`src/rtl/signed_seq_mult_pkg.sv`:
```
// Shared constants and state encoding for the sequential shift-add multiplier.
package signed_seq_mult_pkg;

  localparam int ZERO = 0;
  localparam int ONE  = 1;
  localparam int TWO  = 2;

  localparam int DW_DEFAULT = 16;

  typedef enum logic [2:0] {
    IDLE,
    LOAD,
    CALC,
    FIX,
    DONE
  } mult_state_e;

endpackage

```
`src/rtl/signed_seq_mult_twos_neg.sv`:
```
// Conditional two's-complement negation: y = en ? -x : x, at width W.
module twos_neg #(
  parameter int W = 16
) (
  input  logic         en,
  input  logic [W-1:0] x,
  output logic [W-1:0] y
);

  assign y = en ? (~x + W'(1)) : x;

endmodule

```
`src/rtl/signed_seq_mult.sv`:
```
// Sequential signed/unsigned shift-add multiplier with start/done handshake.
// Optional early exit on an exhausted multiplier is enabled by MULT_EARLY_EXIT_EN.
module signed_seq_mult
  import signed_seq_mult_pkg::*;
#(
  parameter int DW = DW_DEFAULT
) (
  input  logic            clk,
  input  logic            rst,
  input  logic            start,
  input  logic            signed_mode,
  input  logic [DW-1:0]   multiplicand,
  input  logic [DW-1:0]   multiplier,
  output logic            busy,
  output logic            done,
  output logic            sign,
  output logic [2*DW-1:0] result
);

  localparam int PW = TWO * DW;
  localparam int CW = $clog2(DW) + ONE;

  mult_state_e state, state_next;

  logic [DW-1:0] a_reg, b_reg;
  logic          mode_reg;
  logic [DW-1:0] mcand_mag, mplier;
  logic [PW-1:0] acc;
  logic [CW-1:0] cnt;
  logic          neg_flag;

  logic [DW-1:0] mag_a, mag_b;
  logic [DW:0]   sum;
  logic [PW-1:0] acc_step;
  logic [DW-1:0] mplier_step;
  logic [CW-1:0] cnt_step;
  logic          calc_last;
  logic [PW-1:0] product, product_fixed;
  logic          fix_neg;

  twos_neg #(.W(DW)) u_neg_a (.en(mode_reg & a_reg[DW-1]), .x(a_reg), .y(mag_a));
  twos_neg #(.W(DW)) u_neg_b (.en(mode_reg & b_reg[DW-1]), .x(b_reg), .y(mag_b));
  twos_neg #(.W(PW)) u_neg_p (.en(fix_neg), .x(product), .y(product_fixed));

  // The carry out of the upper-half add becomes the new MSB after the shift.
  assign sum         = {1'b0, acc[PW-1:DW]} + (mplier[0] ? {1'b0, mcand_mag} : '0);
  assign acc_step    = {sum, acc[DW-1:1]};
  assign mplier_step = mplier >> 1;
  assign cnt_step    = cnt + CW'(ONE);

`ifdef MULT_EARLY_EXIT_EN
  // After cnt iterations the product sits DW-cnt bits too high; realign it.
  assign calc_last = (cnt_step == CW'(DW)) || (mplier_step == '0);
  assign product   = acc >> (CW'(DW) - cnt);
`else
  assign calc_last = (cnt_step == CW'(DW));
  assign product   = acc;
`endif

  assign fix_neg = neg_flag && (product != '0);

  always_ff @(posedge clk or posedge rst) begin
    if (rst) state <= IDLE;
    else     state <= state_next;
  end

  always_comb begin
    state_next = state;
    busy       = 1'b1;
    done       = 1'b0;
    case (state)
      IDLE: begin
        busy = 1'b0;
        if (start) state_next = LOAD;
      end
      LOAD:    state_next = CALC;
      CALC:    if (calc_last) state_next = FIX;
      FIX:     state_next = DONE;
      DONE: begin
        done       = 1'b1;
        state_next = IDLE;
      end
      default: state_next = IDLE;
    endcase
  end

  always_ff @(posedge clk or posedge rst) begin
    if (rst) begin
      a_reg     <= '0;
      b_reg     <= '0;
      mode_reg  <= 1'b0;
      mcand_mag <= '0;
      mplier    <= '0;
      acc       <= '0;
      cnt       <= '0;
      neg_flag  <= 1'b0;
      sign      <= 1'b0;
      result    <= '0;
    end else begin
      case (state)
        IDLE: begin
          if (start) begin
            a_reg    <= multiplicand;
            b_reg    <= multiplier;
            mode_reg <= signed_mode;
          end
        end
        LOAD: begin
          mcand_mag <= mag_a;
          mplier    <= mag_b;
          neg_flag  <= mode_reg & (a_reg[DW-1] ^ b_reg[DW-1]);
          acc       <= '0;
          cnt       <= '0;
        end
        CALC: begin
          acc    <= acc_step;
          mplier <= mplier_step;
          cnt    <= cnt_step;
        end
        FIX: begin
          result <= product_fixed;
          sign   <= fix_neg;
        end
        default: ;
      endcase
    end
  end

endmodule

```
`config.mk`:
```
export PLATFORM = sky130hd
export DESIGN_NAME = signed_seq_mult
export DESIGN_NICKNAME = d
export VERILOG_FILES = /design/src/rtl/signed_seq_mult_pkg.sv /design/src/rtl/signed_seq_mult_twos_neg.sv /design/src/rtl/signed_seq_mult.sv
export SDC_FILE = /design/constraint.sdc
export NUM_CORES = 1
export LEC_CHECK = 0
export CELL_PAD_IN_SITES_DETAIL_PLACEMENT = 1
export CELL_PAD_IN_SITES_GLOBAL_PLACEMENT = 2
export CORE_UTILIZATION = 40
export CTS_CLUSTER_SIZE = 24
export DETAILED_ROUTE_END_ITERATION = 6
export PLACE_DENSITY = 0.84
export RECOVER_POWER = 100
export SLEW_MARGIN = 5
export SYNTH_ARGS = -nofsm -noshare
export SYNTH_HDL_FRONTEND = slang
export SYNTH_HIERARCHICAL = 1
export SYNTH_SLANG_ARGS = --single-unit
```
`constraint.sdc`:
```
create_clock -name clk -period 8.53 [get_ports clk]
set_clock_uncertainty 0.15 [all_clocks]
set_input_delay 1.706 -clock clk [delete_from_list [all_inputs] [get_ports clk]]
set_output_delay 1.706 -clock clk [all_outputs]
set_load 0.02 [all_outputs]
```
==> metrics.md <==
| Metric | Value |
|---|---|
| Cts hold-fix bufs | 0 |
| DRC | 0 |
| Final setup fails | 0 |
| Die area | 19900 sq um |
| Antenna cells | 0 |
| CTS resizes | 0 |
| Final Util | 48.8% |
| DR iter-0 viols | 162 |
| Total GRT Usage | 19.8% |
| Critical Path RT | 8.80 ns |
| Leak Pwr | 0.00411 uW |
| Clk slew on worst S/H paths | 0.06 ns |
| WP data arrival | 4.90 ns |
| First-pass GRT wire length | 31200 microns |
| Via count | 5819 |
| Max Fclk | 216 MHz |
| WL final | 18300 microns |
| Seq cells post-synth | 139 |
| Setup bufs post-CTS | 0 |
| Crit-path max cell delay | 1.58 ns |
| WP buf/inv | 3 |
| Yosys warning count | 6 |
| Final layout net count | 887 |
| Placeable Area | 18800 sq um |
| DIE WIDTH | 141 microns |
| VDD IR max | 0.000181 V |
| Setup TNS | 0 ns |
| Wire per inst | 16.6 microns |
| Top Family by Delay on Critical Path | buffers and inverters |
| Unique masters post-synth | 58 |
| Top cells by area, synth | dfrtp_1, nand2_1, mux2_2 |
| Cell Area, Synth | 7720 sq um |
| Fin crit period | 4.63 ns |
| IO buf count | 70 |
| Hold Crit Class | flip-flop to flip-flop |
| Clock power share | 20.7% |
| Clock net sink count | 139 |
| H-tree depth | 4 |
| Initial Util | 41.0% |
| Synth Net Count | 830 |
| Number of CTS-inserted buffers | 17 |
| Switching share of power | 41.5% |
| Critical path, cell by cell | dlygate4sd3_1, clkinvlp_2, buf_4 |
| Post-synth top area cell | dfrtp_1 |
| CTS tree | done |
| P_int | 2110 uW |
| MaxCap Viol Count | 4 |
| Pin count of the biggest net entering global routing | 77 |
| Routed Antenna Nets | 0 |
| Seq/Total Area, Yosys | 45.0% |
| Root Buffer | clkbuf_16 |
| Main synth FF type | dfrtp_1 |
| Syn Inst Count | 773 |
| DP HPWL | 13300 microns |
| RSZ-0062 raised after global routing | false |
| R2R setup slack | 4.39 ns |
| Number of global-route vias before repair | 6095 |
| Status | finished with violations |
| Slew Viols, Final | 171 |
| Share of cells above drive strength 1 | 12.7% |
| Placer Congestion | 0.855 |
| Crit Path Category | input pin to asynchronous set/reset pin |
| Vias per Instance | 5.28 |
| P&R area growth vs syn | 19.1% |
| Most common cell after layout, fill and taps aside | nand2_1 |
| Post-synth EDFFs | 0 |
| Logic pwr share | 45.4% |
| Max-slew headroom | -89.0% |
| Most frequent cells in the layout | nand2_1, dfrtp_1, o21ai_0, xnor2_1, mux2_2 |
| Post-Syn Area per Cell | 9.99 sq um |
| Worst path slowest cell | clkinvlp_2 |
| Crit-path max FO | 76 |
| Biggest regs | acc: 32 flops, result: 32 flops |
| Async SR Flop Fraction | 100% |
| Initial antenna violation count | 0 |
| Final worst-path cycle share | 54.3% |
| Setup crit end kind | asynchronous set/reset pin |
| Sequential power share | 33.9% |
| P_sw | 1500 uW |
| Worst-Margin Slew | 2.82 ns |
| Power density over the cells | 392 nW/um^2 |
| Final hold viol count | 0 |
| Crit start category | input pin |
| Gr ovfl total | 0 |
| Die height | 141 microns |
| DR pass1 iterations | 4 |
| Rows | 50 |
| Number of top-level pins | 71 |
| Clock insertion delay at the later pin of the skew report | 0.43 ns |
| Clock Path Buffers | 2 |
| Violated checks | capacitance limit, slew limit |
| Area fraction of the dominant cell type after synthesis | 45.0% |
[area by class of cell]
type / instances / area (sq um)
fill: 2059 / 9630
clock buffer: 22 / 484
tap: 260 / 325
multi-input combinational: 575 / 3980
clock inverter: 10 / 114
sequential: 139 / 3480
timing repair buffer: 77 / 738
inverter: 20 / 76.3
[metal layers]
layer | up-vias | GRT usage, % | routed length, microns
li1 | 2848 | - | -
met1 | 2834 | 25.7 | 8640
met2 | 105 | 33.3 | 8790
met3 | 32 | 3.29 | 482
met4 | 0 | 7.49 | 408
met5 | - | 0 | 0
[Yosys cell counts (3+ instances only)]
master      n
nor4_4      4
clkbuf_1   16
or3_1       6
ha_1       20
a31oi_1     3
a21oi_1    14
dfrtp_1   139
or2_2       3
xnor2_1    53
o31ai_1    19
nand2b_1    3
nand2_1   168
mux2i_1    16
nand3_1    12
buf_4       4
nor3_1      5
buf_2      15
nand4_1     7
mux2_2     49
xor2_1     21
a22o_1     19
buf_1       3
inv_1      20
o21ai_0    56
and2_1     21
nand3b_1    3
or4_1       6
nor2_1     10
o41ai_1     7
o41ai_2     6
nor4_1     10
[per-stage QoR]
| step | hold WS [ns] | total power (uW) | instances | cell area [sq um] | setup slack (ns) |
|---|---|---|---|---|---|
| 2_1_floorplan | 0.299 | 2430 | 773 | 7720 | 2.95 |
| 3_3_place_gp | 0.309 | 2810 | 1071 | 8630 | 4.75 |
| 3_5_place_dp | 0.313 | 2900 | 1071 | 8630 | 4.69 |
| 4_1_cts | 0.328 | 3680 | 1103 | 9220 | 4.85 |
| 5_1_grt | 0.339 | 3880 | 1103 | 9200 | 3.31 |
| 6_report | 0.315 | 3610 | 1103 | 9200 | 3.90 |
[cell families after synthesis]
family / count (synthesis) / synth area share [%]
multiplexers: 65 / 9.22
flip-flops: 139 / 45.0
adder cells (fa/ha/maj): 21 / 3.50
AND/OR/NAND/NOR: 270 / 17.1
buffers and inverters: 59 / 3.40
AO/OA/AOI/OAI: 145 / 13.3
XOR/XNOR: 74 / 8.39
[tightest hold or removal path, stage by stage, from the launching register on]
cell     delay [ns]
dfrtp_1        0.33
nand2_1        0.05
nand2_1        0.05
[power groups by stage]
stage | Combinational, uW | Sequential (uW) | Clock (uW)
after floorplan | 1240 | 1190 | 0
after global placement | 1600 | 1210 | 0
after detailed placement | 1660 | 1240 | 0
after CTS | 1680 | 1230 | 769
after global routing | 1820 | 1270 | 793
final | 1640 | 1220 | 747
[worst paths after layout]
| check | from | endpoint | depth (start not counted) |
|---|---|---|---|
| worst min register to register | result[5] | result[5] | 2 |
| worst max register to register | state[1] | acc[27] | 7 |
| max in group clk | state[1] | acc[27] | 7 |
| min in group asynchronous | rst | mcand_mag[13] | 2 |
| worst min-delay path | result[5] | result[5] | 2 |
| worst max-delay path | rst | a_reg[6] | 3 |
No activity file was read; power rests on OpenSTA's default activity.
